### src/rtl/arb_pkg.sv
// Shared definitions for the arbiter requester: state encoding and default sizing.
package arb_pkg;

  localparam logic [1:0] ST_IDLE = 2'd0;
  localparam logic [1:0] ST_REQ  = 2'd1;
  localparam logic [1:0] ST_XFER = 2'd2;
  localparam logic [1:0] ST_HOLD = 2'd3;

  typedef enum logic [1:0] {
    StIdle = ST_IDLE,
    StReq  = ST_REQ,
    StXfer = ST_XFER,
    StHold = ST_HOLD
  } arb_state_e;

  localparam int unsigned DefaultLenW    = 4;
  localparam int unsigned DefaultTimeout = 16;
  localparam int unsigned DefaultHoldoff = 1;

endpackage

### src/rtl/arb_req_timer.sv
// Loadable down-counter; expired_o is high once the count has reached zero.
// Loading N-1 and decrementing while enabled gives N enabled cycles before expiry.
module arb_req_timer #(
  parameter int unsigned Width = 4
) (
  input  logic             clk_i,
  input  logic             rst_ni,
  input  logic             load_i,
  input  logic [Width-1:0] load_val_i,
  input  logic             en_i,
  output logic             expired_o
);

  logic [Width-1:0] cnt_q, cnt_d;

  always_comb begin
    cnt_d = cnt_q;
    if (load_i) begin
      cnt_d = load_val_i;
    end else if (en_i && (cnt_q != '0)) begin
      cnt_d = cnt_q - 1'b1;
    end
  end

  always_ff @(posedge clk_i) begin
    if (!rst_ni) begin
      cnt_q <= '0;
    end else begin
      cnt_q <= cnt_d;
    end
  end

  assign expired_o = (cnt_q == '0);

endmodule

### src/rtl/arb_requester.sv
// Client-side initiator for the two-port request/grant arbiter. A beat is taken on each
// granted XFER cycle and reported on the registered beat_* outputs in the following cycle.
// Define ARB_REQ_TIMEOUT_EN to abort a grant wait after TIMEOUT REQ cycles.
module arb_requester
  import arb_pkg::*;
#(
  parameter int unsigned LEN_W   = DefaultLenW,
  parameter int unsigned TIMEOUT = DefaultTimeout,
  parameter int unsigned HOLDOFF = DefaultHoldoff
) (
  input  logic             clock,
  input  logic             reset,
  input  logic             cmd_valid,
  input  logic [LEN_W-1:0] cmd_len,
  output logic             cmd_ready,
  output logic             req,
  input  logic             gnt,
  output logic             beat_valid,
  output logic             beat_last,
  output logic [LEN_W-1:0] beat_idx,
  output logic             busy,
  output logic             timeout_err
);

`ifdef ARB_REQ_TIMEOUT_EN
  localparam bit TimeoutEn = 1'b1;
`else
  localparam bit TimeoutEn = 1'b0;
`endif

  localparam int unsigned TmrMax = (TIMEOUT > HOLDOFF) ? TIMEOUT : HOLDOFF;
  localparam int unsigned TmrW   = $clog2(TmrMax + 1);
  localparam logic [TmrW-1:0] HoldLoad    = TmrW'(HOLDOFF - 1);
  localparam logic [TmrW-1:0] TimeoutLoad = TmrW'(TIMEOUT - 1);

  arb_state_e       state_q, state_d;
  logic [LEN_W-1:0] len_q, len_d;
  logic [LEN_W-1:0] cnt_q, cnt_d;
  logic [LEN_W-1:0] beat_idx_q, beat_idx_d;
  logic             first_q, first_d;
  logic             beat_valid_q, beat_valid_d;
  logic             beat_last_q, beat_last_d;
  logic             terr_q, terr_d;
  logic             tmr_load, tmr_en, tmr_expired;
  logic [TmrW-1:0]  tmr_val;

  // One timer serves both the grant wait (REQ) and the holdoff (HOLD).
  arb_req_timer #(
    .Width (TmrW)
  ) u_timer (
    .clk_i      (clock),
    .rst_ni     (reset),
    .load_i     (tmr_load),
    .load_val_i (tmr_val),
    .en_i       (tmr_en),
    .expired_o  (tmr_expired)
  );

  assign tmr_en = (state_q == StReq) || (state_q == StHold);

  always_comb begin
    state_d      = state_q;
    len_d        = len_q;
    cnt_d        = cnt_q;
    first_d      = 1'b0;
    beat_valid_d = 1'b0;
    beat_last_d  = 1'b0;
    beat_idx_d   = beat_idx_q;
    terr_d       = 1'b0;
    tmr_load     = 1'b0;
    tmr_val      = HoldLoad;
    unique case (state_q)
      StIdle: begin
        if (cmd_valid) begin
          len_d   = cmd_len;
          cnt_d   = '0;
          first_d = 1'b1;
          state_d = StReq;
          if (TimeoutEn) begin
            tmr_load = 1'b1;
            tmr_val  = TimeoutLoad;
          end
        end
      end
      StReq: begin
        // The first REQ cycle sees a grant registered before req rose, so skip it.
        if (!first_q && gnt) begin
          state_d = StXfer;
        end else if (TimeoutEn && tmr_expired) begin
          terr_d   = 1'b1;
          tmr_load = 1'b1;
          state_d  = StHold;
        end
      end
      StXfer: begin
        if (gnt) begin
          beat_valid_d = 1'b1;
          beat_idx_d   = cnt_q;
          cnt_d        = cnt_q + 1'b1;
          if (cnt_q == len_q) begin
            beat_last_d = 1'b1;
            tmr_load    = 1'b1;
            state_d     = StHold;
          end
        end
      end
      StHold: begin
        if (tmr_expired) begin
          state_d = StIdle;
        end
      end
      default: state_d = StIdle;
    endcase
  end

  always_ff @(posedge clock) begin
    if (!reset) begin
      state_q      <= StIdle;
      len_q        <= '0;
      cnt_q        <= '0;
      first_q      <= 1'b0;
      beat_valid_q <= 1'b0;
      beat_last_q  <= 1'b0;
      beat_idx_q   <= '0;
      terr_q       <= 1'b0;
    end else begin
      state_q      <= state_d;
      len_q        <= len_d;
      cnt_q        <= cnt_d;
      first_q      <= first_d;
      beat_valid_q <= beat_valid_d;
      beat_last_q  <= beat_last_d;
      beat_idx_q   <= beat_idx_d;
      terr_q       <= terr_d;
    end
  end

  assign cmd_ready   = (state_q == StIdle);
  assign req         = (state_q == StReq) || (state_q == StXfer);
  assign busy        = (state_q != StIdle);
  assign beat_valid  = beat_valid_q;
  assign beat_last   = beat_last_q;
  assign beat_idx    = beat_idx_q;
  assign timeout_err = terr_q;

endmodule

### config.mk
export PLATFORM = sky130hd
export DESIGN_NAME = arb_requester
export DESIGN_NICKNAME = d
export VERILOG_FILES = /design/src/rtl/arb_pkg.sv /design/src/rtl/arb_req_timer.sv /design/src/rtl/arb_requester.sv
export SDC_FILE = /design/constraint.sdc
export NUM_CORES = 1
export LEC_CHECK = 0
export BUFFER_PORTS_ARGS = -buffer_cell sky130_fd_sc_hd__buf_2
export CAP_MARGIN = 20
export CORE_MARGIN = 5
export CORE_UTILIZATION = 50
export DETAILED_ROUTE_END_ITERATION = 8
export GPL_ROUTABILITY_DRIVEN = 0
export HOLD_SLACK_MARGIN = 0.05
export PLACE_DENSITY = 0.68
export SETUP_SLACK_MARGIN = 0.02
export SLEW_MARGIN = 20
export SYNTH_ARGS = -nofsm -noshare
export SYNTH_HDL_FRONTEND = slang
export SYNTH_SLANG_ARGS = --single-unit
### constraint.sdc
create_clock -name clock -period 2.2 [get_ports clock]
set_input_delay 0.22 -clock clock [delete_from_list [all_inputs] [get_ports clock]]
set_output_delay 0.22 -clock clock [all_outputs]
set_load 0.02 [all_outputs]
## Word level (Yosys, flattened, before mapping)

Cells that the tools add are included.

| word-level totals | value |
|---|---|
| bits in writable memories | 0 |
| input bits | 8 |
| memories kept | 0 |
| latch bits | 0 |
| register bits | 22 |
| logic and storage cells | 51 |
| bits in read-only memories | 0 |
| output and inout bits | 10 |

| cells by class | value |
|---|---|
| mux-type cells | 14 |
| order comparisons | 0 |
| multipliers | 0 |
| bitwise operators | 1 |
| equality and inequality tests | 9 |
| shift-type cells | 0 |
| reduce and logical (&&, ||, !) cells | 17 |
| add/sub/neg operators | 2 |
| div/mod/pow operators | 0 |

Operators with widths:

| cell | number |
|---|---|
| two-way mux 2 bit | 5 |
| two-way mux 4 bit | 2 |
| inequality test 2 bit, second input constant | 4 |
| one-hot mux 2 bit (4 select lines) | 1 |
| one-hot mux 4 bit (2 select lines) | 1 |
| AND reduction 2 bit | 4 |
| logical NOT 5 bit | 1 |
| two-way mux 1 bit | 5 |
| AND reduction 5 bit | 1 |
| nonzero test 5 bit | 1 |
| subtractor 5 x 1 -> 5 bit, second input constant | 1 |
| adder 4 x 1 -> 4 bit, second input constant | 1 |
| equality test 2 bit, second input constant | 2 |
| equality test 4 bit | 1 |
| nonzero test 2 bit | 2 |
| AND reduction 3 bit | 1 |
| equality test 2 x 1 -> 1 bit, second input constant | 1 |
| logical AND 1 bit | 2 |
| logical NOT 2 bit | 1 |
| logical OR 1 bit | 2 |
| inequality test 2 x 1 -> 1 bit, second input constant | 1 |
| OR reduction 2 bit | 1 |
| logical NOT 1 bit | 1 |
| inverter 1 bit | 1 |

## Longest topological paths before layout

Gate-level depths: netlist (run 1).

| logic depth | value |
|---|---|
| word-level depth | 5 |
| mapped depth | 7 |
| depth with buffers taken out | 6 |

## Modules after synthesis

Synthesis (run 1) repeated with hierarchy kept, for this count alone.

| second synthesis, totals | value |
|---|---|
| cells, all modules | 135 |
| area total of the unflattened synthesis | 1176.1 um^2 |

By module, submodules not included:

| module | cells each | instances | area an instance (um^2) | sequential area each (um^2) |
|---|---|---|---|---|
| arb_requester | 98 | 1 | 877.1 | 340.3 |
| arb_req_timer | 37 | 1 | 299.0 | 100.1 |

## Worst setup path before layout (run 1)

Ideal clock, no wire load.

| timing path | value |
|---|---|
| kind | flip-flop to flip-flop |
| start | register state_q[0] |
| end | register cnt_q[3] |
| buffers on the path | 1 |
| slack | 614 ps |
| library setup time | 121 ps |
| clock period less this slack | 1586 ps |
| data required time | 2079 ps |
| stages on the path, launching flop included | 8 |
| arrival time | 1465 ps |
| cell sequence | dfxtp_1 -> inv_1 -> ha_1 -> buf_2 -> mux2i_1 -> nor3_1 -> xnor2_1 -> nor2_1 |

| on the way | value |
|---|---|
| cells in the longest elaborated chain, start to end | 3 |
| elaborated cells on any way between the ends | 7 |
| those cells by class | eq/ne: 3; mux: 1; reduce/logical: 3 |

RTL lines:

| what | RTL line | source |
|---|---|---|
| start: declaration | arb_requester.sv:36 | `arb_state_e state_q, state_d;` |
| start signal: assignment | arb_requester.sv:118 | `state_q <= StIdle;` |
| start signal: assignment | arb_requester.sv:127 | `state_q <= state_d;` |
| logical NOT 2 bit (*) | - |  |
| net cmd_ready | arb_requester.sv:15 | `output logic cmd_ready,` |
| inequality test 2 bit (no line) or nonzero test 2 bit (tied branches) | - |  |
| AND reduction 3 bit (no line) | - |  |
| end signal: assignment | arb_requester.sv:129 | `cnt_q <= cnt_d;` |
| end: declaration | arb_requester.sv:38 | `logic [LEN_W-1:0] cnt_q, cnt_d;` |

Mark *: on every way through the listed nets, which the timed path passes. The rest lies on a longest branch.
A chain may end at the register's enable or synchronous reset.

## Worst setup path after layout (run 1)

| timing path | value |
|---|---|
| start | register state_q[0] |
| end | register state_q[0] |

| on the way | value |
|---|---|
| cells in the longest elaborated chain, start to end | 3 |
| elaborated cells on any way between the ends | 11 |
| those cells by class | eq/ne: 8; mux: 1; reduce/logical: 2 |

RTL lines:

| what | RTL line | source |
|---|---|---|
| equality test 2 bit (tied with other cells) | arb_requester.sv:72 | `unique case (state_q)` |
| inequality test 2 bit (no line) or inequality test 2 x 1 -> 1 bit (tied branches) | - |  |
| AND reduction 5 bit (no line) | - |  |

Parallel ways exist; a longest one is shown, timed or not.

==> impl_metrics.py, run 1 <==
metrics = {
    "clocking": {
        "cts_inserted_buffers": 3,
        "postCtsResizedCells": 0,
        "htree_levels": 1,
        "holdBufCountCts": 0,
        "path_clk_slew_ns": 0.11,
        "clock_sinks": 22,
        "cts_tree": "built",
        "clk_latency_ns": 0.30,
        "cts_setup_buffers": 0,
        "clockBufferDepth": 2,
        "clock-root-buffer": "clkbuf_4",
    },
    "drt": {
        "dr_total_vias": 867,
        "avgViaCountPerCell": 5.13,
        "routedWlPerCell_um": 11.8,
        "first_pass_iters": 4,
        "ant_nets": 0,
        "wl_um": 1990,
        "drc_errors": 0,
        "drtIter0Drc": 10,
    },
    "global_routing": {
        "grt-ovfl-total": 0,
        "grt_pass1_wl_um": 3710,
        "antenna_found_initial": 0,
        "grt_pass1_vias": 888,
        "grt_start_max_net_pins": 18,
        "grt_util_all_layers_pct": 14.3,
    },
    "pwr": {
        "vdd_ir_drop_max_uv": 638,
        "p_leak_nw": 0.518,
        "power.density_nw_per_um2": 1060,
        "power_mw": 1.29,
    },
    "critical_path": {
        "cp-startpoint": "state_q[0]$_SDFFE_PN0P_",
        "timing.rr.start": "state_q[0]$_SDFFE_PN0P_",
        "critical_path_required_ns": 2.41,
        "start_kind": "flip-flop",
        "rrSetupSlack_ns": 0.51,
        "cp-end-kind": "flip-flop",
        "path_max_fanout": 11,
        "critPathKind": "flip-flop to flip-flop",
        "cpMaxStageDelayCell": "ha_1",
        "cp.arrival_ns": 1.90,
        "max_stage_delay_ns": 0.37,
        "crit_chain": "inv_1 > ha_1 > nor2b_1 > o22ai_1 > o2111a_1 > o211a_1",
    },
    "synth": {
        "synth_area_sq_um": 1100,
        "synthArstFlopShare_pct": 0,
        "yosysSeqAreaShare_pct": 39.9,
        "ys_seq_elements": 22,
        "synthesis.nets": 141,
        "synthXorXnorAreaFrac_pct": 7.14,
        "ys_warn_count": 0,
        "synthDominantCellAreaShare_pct": 39.9,
        "synth_area_leader_cell": "dfxtp_1",
        "synth_top_family_by_area": "simple AND/OR/NAND/NOR gates",
        "synthMuxAreaShare_pct": 1.81,
        "synth-main-ff-cell": "dfxtp_1",
        "synth-compound-area-share_pct": 12.4,
        "netlist-cell-type-count": 32,
        "synth_fa_ha_area_share_pct": 7.94,
        "synth_edf_count": 0,
        "synth_area_leaders": "dfxtp_1 40%, ha_1 7.9%, xnor2_1 7.1%",
        "syn_area_per_cell_sq_um": 8.76,
        "yosys.area_share.simple_pct": 25.7,
        "synthCells": 126,
    },
    "timing": {
        "finalHoldViolCount": 0,
        "rsz0062_at_grt": "false",
        "post-route-period-util_pct": 76.8,
        "report.final.slew_viol_count": 0,
        "min_period_ns": 1.69,
        "finalSetupTns_ns": 0,
        "fmax_ghz": 0.592,
        "clock_skew_ns": 0.00379,
        "setup_viol": 0,
    },
    "floorplan": {
        "die_w_um": 57.0,
        "ios": 18,
        "rows": 17,
        "dieArea_sq_um": 3250,
        "coreArea_sq_um": 2170,
        "initial_core_util_pct": 50.9,
        "dieHeight_um": 57.0,
    },
    "final_layout": {
        "layout_common_cells": "22 x dfxtp_1, 16 x nand2_1, 16 x buf_2",
        "layout_commonest_cell": "dfxtp_1",
        "final_cell_count_no_fill": 169,
        "areaGrowthSynthToFinish_pct": 10.8,
        "diodes": 0,
        "drive_above_1_share_pct": 16.3,
        "layout.nets": 158,
    },
    "flow_run": {
        "maxCapViolations": 0,
    },
    "placement": {
        "dp_hpwl_um": 1540,
        "place_inst": 166,
        "portBuffers": 16,
    },
    "worst_hold_path": {
        "hold_class": "primary input to flip-flop",
        "min_from": "cmd_len[3]",
    },
    "outcome": {
        "status": "complete, no violations",
    },
}
path summary, 6_finish.rpt:
check,endpoint,depth (start not counted)
setup reg to reg,state_q[0]$_SDFFE_PN0P_,6
hold reg to reg,beat_idx[3]$_SDFFE_PN0P_,2
hold / removal,len_q[3]$_SDFFE_PN0P_,3
setup / recovery,state_q[0]$_SDFFE_PN0P_,6
sequential cells by signal, indices dropped and copies added (netlist names):
name,cells
u_timer.cnt_q,5
beat_idx,4
cnt_q,4
len_q,4
state_q,2
beat_last,1
beat_valid,1
first_q,1
metal layers:
metal,vias up,GRT usage [%],share of wire (%)
li1,455,-,-
met1,391,18.2,47
met2,16,23.2,46
met3,5,2.49,4.6
met4,0,6.95,2.1
met5,-,0,0
power breakdown:
part / switching (mW) / internal (mW) / total, mW
combinational: 0.349 / 0.260 / 0.609
sequential: 0.0526 / 0.455 / 0.508
clock: 0.111 / 0.0639 / 0.175
cell type report:
class	instances	area, sq um
fill	230	947
multi-input combinational	92	611
sequential	22	440
timing repair buffer	17	87.6
tap	28	35.0
inverter	7	26.3
clock buffer	3	22.5
critical path: cells and delay by family (launching register included):
kind | cells | cell delay, ns
flops | 1 | 0.35
simple gates | 1 | 0.27
buf+inv | 1 | 0.11
compound gates | 3 | 0.50
fa+ha+maj | 1 | 0.37
metrics by stage:
step / utilization (%) / area (sq um) / hold slack (ns) / setup WS [ns]
global route: 56.3 / 1220 / 0.164 / 0.317
finish: 56.3 / 1220 / 0.171 / 0.510
CTS: 56.3 / 1220 / 0.167 / 0.504
global placement: 55.3 / 1200 / 0.450 / 0.608
floorplan: - / 1100 / 0.371 / 0.614
detailed placement: 55.3 / 1200 / 0.454 / 0.520
synthesized netlist by cell type, types with 3 or more instances:
cell type	number
dfxtp_1	22
nand2_1	16
nor2_1	11
a21boi_0	9
nand3_1	9
xnor2_1	9
ha_1	7
inv_1	7
o21ai_0	4
buf_2	3
logic make-up after synthesis:
logic type                 count (synthesis)
AOI/OAI and AO/OA                         19
DFF                                       22
other                                      1
buffers and inverters                     12
muxes                                      2
adders and majority gates                  7
and+or+nand+nor                           54
xor gates and xnor gates                   9
No activity file was read; power rests on OpenSTA's default activity.
==> run 2, diff against run 1 <==
Settings changed: ABC_AREA set to 1, CORE_UTILIZATION 50 to 49, PLACE_DENSITY 0.68 to 0.7.
Clock period 2.2 ns to 1.5 ns, I/O delays scaled along.
==> run 2 against run 1 <==
Fmax increased by 19%. Combinational power increased by 95%. Non-clock buffer count increased by 2. Die area increased by 0.83%. Synthesized cell count increased by 19%. First-iteration DRC count decreased by 10%. Largest power group unchanged. Worst hold slack got worse by 0.060 ns. Routed wire length increased by 14%. Total power increased by 80%. Clock skew decreased by 0.0027 ns. Sequential cell count unchanged. Clock power increased by 88%.
==> impl_metrics.py, run 2 <==
metrics = {
    "clocking": {
        "cts_tree": "built",
        "path_clk_slew_ns": 0.12,
        "clock-root-buffer": "clkbuf_4",
        "holdBufCountCts": 0,
        "cts_inserted_buffers": 3,
        "clock_sinks": 22,
        "clockBufferDepth": 2,
        "clk_latency_ns": 0.30,
        "htree_levels": 1,
    },
    "critical_path": {
        "critPathKind": "flip-flop to flip-flop",
        "timing.rr.start": "state_q[1]$_SDFFE_PN0P_",
        "cp.arrival_ns": 1.66,
        "rrSetupSlack_ns": 0.08,
        "path_max_fanout": 4,
        "timing.rr.end": "u_timer.cnt_q[4]$_SDFFE_PP0P_",
        "critical_path_required_ns": 1.73,
        "start_kind": "flip-flop",
        "cp-end-kind": "flip-flop",
        "r2r_cells": 5,
    },
    "floorplan": {
        "dieHeight_um": 57.2,
        "dieArea_sq_um": 3270,
        "die_w_um": 57.2,
        "rows": 17,
        "initial_core_util_pct": 50.3,
        "coreArea_sq_um": 2170,
        "ios": 18,
    },
    "synth": {
        "synthTopCellsByCount": "30 x nand2_1, 24 x inv_1, 22 x dfxtp_1",
        "yosysMostFrequentCell": "nand2_1",
        "synthArstFlopShare_pct": 0,
        "synth_area_leaders": "dfxtp_1 40%, nand2_1 10%, a21oi_1 8.2%",
        "synth_area_sq_um": 1090,
        "synth_edf_count": 0,
        "synth_area_leader_cell": "dfxtp_1",
        "yosysSeqAreaShare_pct": 40.3,
        "netlist-cell-type-count": 25,
        "synthCells": 150,
        "ys_warn_count": 0,
        "synthesis.nets": 165,
        "synthDominantCellAreaShare_pct": 40.3,
        "synth-main-ff-cell": "dfxtp_1",
        "syn_area_per_cell_sq_um": 7.28,
        "ys_seq_elements": 22,
    },
    "timing": {
        "layout_setup_ws_ns": 0.0764,
        "clock_skew_ns": 0.00105,
        "post-route-period-util_pct": 94.9,
        "report.final.slew_viol_count": 0,
        "setup_viol": 0,
        "finalSetupTns_ns": 0,
        "min_period_ns": 1.42,
        "fmax_ghz": 0.702,
        "rsz0062_at_grt": "true",
        "finalHoldViolCount": 0,
    },
    "drt": {
        "dr_total_vias": 975,
        "ant_nets": 0,
        "first_pass_iters": 4,
        "drtIter0Drc": 9,
        "wl_um": 2260,
        "avgViaCountPerCell": 4.90,
        "drc_errors": 0,
        "routedWlPerCell_um": 11.4,
    },
    "final_layout": {
        "drive_above_1_share_pct": 28.1,
        "layout_commonest_cell": "nand2_1",
        "largest_register_ffs": 5,
        "fin_util_pct": 60.9,
        "areaGrowthSynthToFinish_pct": 21.0,
        "diodes": 0,
        "layout_common_cells": "26 x nand2_1, 22 x inv_1, 20 x dfxtp_1",
        "final_area_sq_um": 1320,
        "fill_cells": 222,
        "largest_register": "u_timer.cnt_q",
        "layout.nets": 187,
    },
    "worst_hold_path": {
        "hold_class": "primary input to flip-flop",
        "min_from": "cmd_len[1]",
        "min_path_cells": 3,
        "holdPathEnd": "len_q[1]$_SDFFE_PN0P_",
    },
    "global_routing": {
        "grt-ovfl-total": 0,
        "grt_start_max_net_pins": 13,
        "antenna_found_initial": 0,
        "grt_pass1_vias": 913,
        "grt_pass1_wl_um": 3660,
        "grt_util_all_layers_pct": 14.0,
    },
    "pwr": {
        "power.density_nw_per_um2": 1760,
        "vdd_ir_drop_max_uv": 1040,
        "p_leak_nw": 0.625,
        "power_mw": 2.32,
    },
    "placement": {
        "dp_hpwl_um": 1690,
        "dpl_cell_area_sq_um": 1200,
        "place_ws_ns": -0.0346,
        "portBuffers": 16,
    },
    "flow_run": {
        "maxCapViolations": 0,
    },
    "outcome": {
        "status": "complete, no violations",
    },
}
run 2: changes by cell type after synthesis, sizes merged, moves of 3 or more:
cell / previous run / this run
nand3: 9 / 5
o21ai: 4 / 12
a21oi: 0 / 19
inv: 7 / 28
a21boi: 9 / 0
buf: 4 / 1
xnor2: 9 / 1
nand2: 16 / 34
run 2: area by class of cell:
| class | instances | area, sq um | area share [%] |
|---|---|---|---|
| clock buffer | 4 | 36.3 | 2.75 |
| sequential | 22 | 448 | 33.9 |
| inverter | 28 | 109 | 8.24 |
| tap | 28 | 35.0 | 2.65 |
| timing repair buffer | 19 | 108 | 8.14 |
| multi-input combinational | 98 | 586 | 44.3 |
run 2: critical path: stages (launching register included):
cell and delay, ns:
dfxtp_4 0.39, inv_1 0.10, ha_1 0.20, or2_2 0.33, and3_1 0.15, nor3_1 0.17
run 2: metrics by stage:
step / hold slack, ns / std cells
floorplan: 0.294 / 150
global placement: 0.429 / 193
detailed placement: 0.436 / 193
CTS: 0.107 / 197
global route: 0.104 / 199
finish: 0.110 / 199
run 2: cells by family after synthesis:
group           share of synthesized area (%)
compound gates                           17.0
xor+xnor                                0.802
fa+ha+maj                                8.02
buf+inv                                  10.8
flops                                    40.3
other cells                             0.343
simple gates                             22.8
run 2: metal layers:
layer  vias to the layer above  part of all wire, %  GRT usage, %
li1                        513                    -             -
met1                       443                   44          15.0
met2                        17                   52          26.8
met3                         2                  4.2          4.30
met4                         0                 0.58          2.98
met5                         -                    0             0
run 2: worst max-delay path by stage:
| stage | end | depth (start not counted) | slack (ns) | startpoint |
|---|---|---|---|---|
| 2_1_floorplan | cnt_q[2]$_SDFFE_PN0P_ | 7 | 0.08 | state_q[0]$_SDFFE_PN0P_ |
| 3_3_place_gp | cnt_q[2]$_SDFFE_PN0P_ | 8 | 0.06 | state_q[0]$_SDFFE_PN0P_ |
| 3_5_place_dp | cnt_q[2]$_SDFFE_PN0P_ | 8 | -0.03 | state_q[0]$_SDFFE_PN0P_ |
| 4_1_cts | cnt_q[2]$_SDFFE_PN0P_ | 8 | 0.06 | state_q[0]$_SDFFE_PN0P_ |
| 5_1_grt | cnt_q[3]$_SDFFE_PN0P_ | 7 | -0.05 | state_q[0]$_SDFFE_PN0P_ |
| 6_report | u_timer.cnt_q[4]$_SDFFE_PP0P_ | 5 | 0.08 | state_q[1]$_SDFFE_PN0P_ |
run 2: where the power goes:
part	internal [mW]	switching [mW]
logic	0.471	0.723
clock network	0.148	0.181
registers	0.717	0.0824
total	1.34	0.986
run 2: what timing repair did:
item                                    4_1_cts  5_1_grt
gates resized for setup                       4       16
pin swaps                                     0        5
buffers inserted                              0        2
endpoints found under the setup margin        2        7
==> run 3, diff against run 2 <==
Settings changed: CORE_UTILIZATION 49 to 50, CTS_BUF_LIST set to sky130_fd_sc_hd__clkbuf_2 sky130_fd_sc_hd__clkbuf_4 sky130_fd_sc_hd__clkbuf_8, CTS_CLUSTER_DIAMETER set to 40, PLACE_DENSITY 0.7 to 0.71.
==> run 3 against run 2 <==
Worst hold slack improved by 0.022 ns. Clock-buffer cell count decreased by 1. Clock skew increased by 0.0018 ns. Utilization decreased by 0.79 points. Fmax increased by 3.5%. Worst setup slack improved by 0.048 ns. Sequential share of layout area increased by 0.59 points. Via count decreased by 0.41%.
==> impl_metrics.py, run 3 (synthesis gave the netlist of run 2 again) <==
metrics = {
    "placement": {
        "dp_hpwl_um": 1730,
        "portBuffers": 16,
        "place_inst": 193,
        "dpl_cell_area_sq_um": 1200,
    },
    "final_layout": {
        "diodes": 0,
        "fin_util_pct": 60.1,
        "layout_commonest_cell": "nand2_1",
        "drive_above_1_share_pct": 25.1,
        "fill_cells": 212,
        "final_area_sq_um": 1290,
        "final_cell_count_no_fill": 199,
        "areaGrowthSynthToFinish_pct": 18.2,
        "layout_common_cells": "29 x nand2_1, 23 x inv_1, 20 x dfxtp_1",
        "largest_register": "u_timer.cnt_q",
        "layout.nets": 188,
        "largest_register_ffs": 5,
    },
    "floorplan": {
        "rows": 17,
        "dieHeight_um": 56.7,
        "coreArea_sq_um": 2150,
        "die_w_um": 56.7,
        "dieArea_sq_um": 3220,
        "initial_core_util_pct": 50.8,
        "ios": 18,
    },
    "timing": {
        "finalHoldViolCount": 0,
        "min_period_ns": 1.38,
        "finalSetupTns_ns": 0,
        "setup_viol": 0,
        "rsz0062_at_grt": "false",
        "clock_skew_ns": 0.00285,
        "fmax_ghz": 0.727,
        "report.final.slew_viol_count": 0,
        "post-route-period-util_pct": 91.7,
    },
    "critical_path": {
        "critPathKind": "flip-flop to flip-flop",
        "cp.arrival_ns": 1.60,
        "critical_path_required_ns": 1.73,
        "path_max_fanout": 2,
        "start_kind": "flip-flop",
        "cp-end-kind": "flip-flop",
    },
    "pwr": {
        "vdd_ir_drop_max_uv": 888,
        "p_leak_nw": 0.620,
        "power.density_nw_per_um2": 1710,
    },
    "drt": {
        "drc_errors": 0,
        "drtIter0Drc": 14,
        "first_pass_iters": 4,
        "ant_nets": 0,
        "wl_um": 2280,
        "avgViaCountPerCell": 4.88,
        "dr_total_vias": 971,
        "routedWlPerCell_um": 11.4,
    },
    "clocking": {
        "holdBufCountCts": 0,
        "clock-root-buffer": "clkbuf_4",
        "clk_latency_ns": 0.30,
        "clock_sinks": 22,
        "clockBufferDepth": 2,
        "cts_tree": "built",
        "cts_inserted_buffers": 3,
        "htree_levels": 1,
        "path_clk_slew_ns": 0.11,
    },
    "global_routing": {
        "antenna_found_initial": 0,
        "grt_util_all_layers_pct": 15.0,
        "grt_pass1_vias": 904,
        "grt_start_max_net_pins": 13,
        "grt-ovfl-total": 0,
        "grt_pass1_wl_um": 3710,
    },
    "flow_run": {
        "maxCapViolations": 0,
    },
    "outcome": {
        "status": "complete, no violations",
    },
    "worst_hold_path": {
        "hold_class": "primary input to flip-flop",
    },
}
## run 3: changes by cell type in the layout (fill, tap and decap cells not counted), sizes merged
| cell | delta |
|---|---|
| inv | +1 |
| buf | +1 |
| clkinvlp | -1 |
| clkbuf | -1 |
## run 3: critical path: stages (launching register included)
cell and delay (ns):
dfxtp_2 0.34, buf_4 0.13, ha_1 0.21, or2_4 0.27, and3_1 0.16, nor3_1 0.18
## run 3: per-layer routing
layer	wire (um)	track usage, %
met1	973	16.2
met2	1160	25.9
met5	0	0
met3	94	4.83
met4	53	7.62
## run 3: final cells by class
class | instances | area, sq um | area share (%)
Multi-Input combinational cell | 98 | 573 | 44.4
Inverter | 28 | 105 | 8.14
Tap cell | 28 | 35.0 | 2.71
Sequential cell | 22 | 445 | 34.5
Timing Repair Buffer | 20 | 110 | 8.53
Clock buffer | 3 | 22.5 | 1.74
## run 3: report_power, final
part | switching [mW] | total (mW) | internal [mW] | leakage [nW]
clock | 0.164 | 0.258 | 0.0937 | 0.0138
combinational | 0.718 | 1.17 | 0.454 | 0.426
sequential | 0.0694 | 0.782 | 0.713 | 0.180
total | 0.951 | 2.21 | 1.26 | 0.620
## run 3: repair_timing
| item | in CTS | in global routing |
|---|---|---|
| setup endpoints to repair | 5 | 11 |
| setup buffers | 0 | 3 |
| pin swaps | 0 | 1 |
| gates resized for setup | 3 | 8 |
## run 3: worst paths after layout
check | cells past startpoint | endpoint | from | slack, ns
min reg2reg | 2 | u_timer.cnt_q[4]$_SDFFE_PP0P_ | u_timer.cnt_q[4]$_SDFFE_PP0P_ | 0.47
max | 5 | u_timer.cnt_q[4]$_SDFFE_PP0P_ | state_q[0]$_SDFFE_PN0P_ | 0.12
max reg2reg | 5 | u_timer.cnt_q[4]$_SDFFE_PP0P_ | state_q[0]$_SDFFE_PN0P_ | 0.12
min | 3 | len_q[2]$_SDFFE_PN0P_ | cmd_len[2] | 0.13
## run 3: through the flow
stage	worst slack, ns	power [mW]	hold WS, ns
floorplan	0.0790	1.57	0.294
global placement	0.0545	1.77	0.431
detailed placement	-0.0270	1.82	0.446
CTS	0.0263	2.09	0.118
global route	0.0207	2.42	0.124
finish	0.124	2.21	0.132
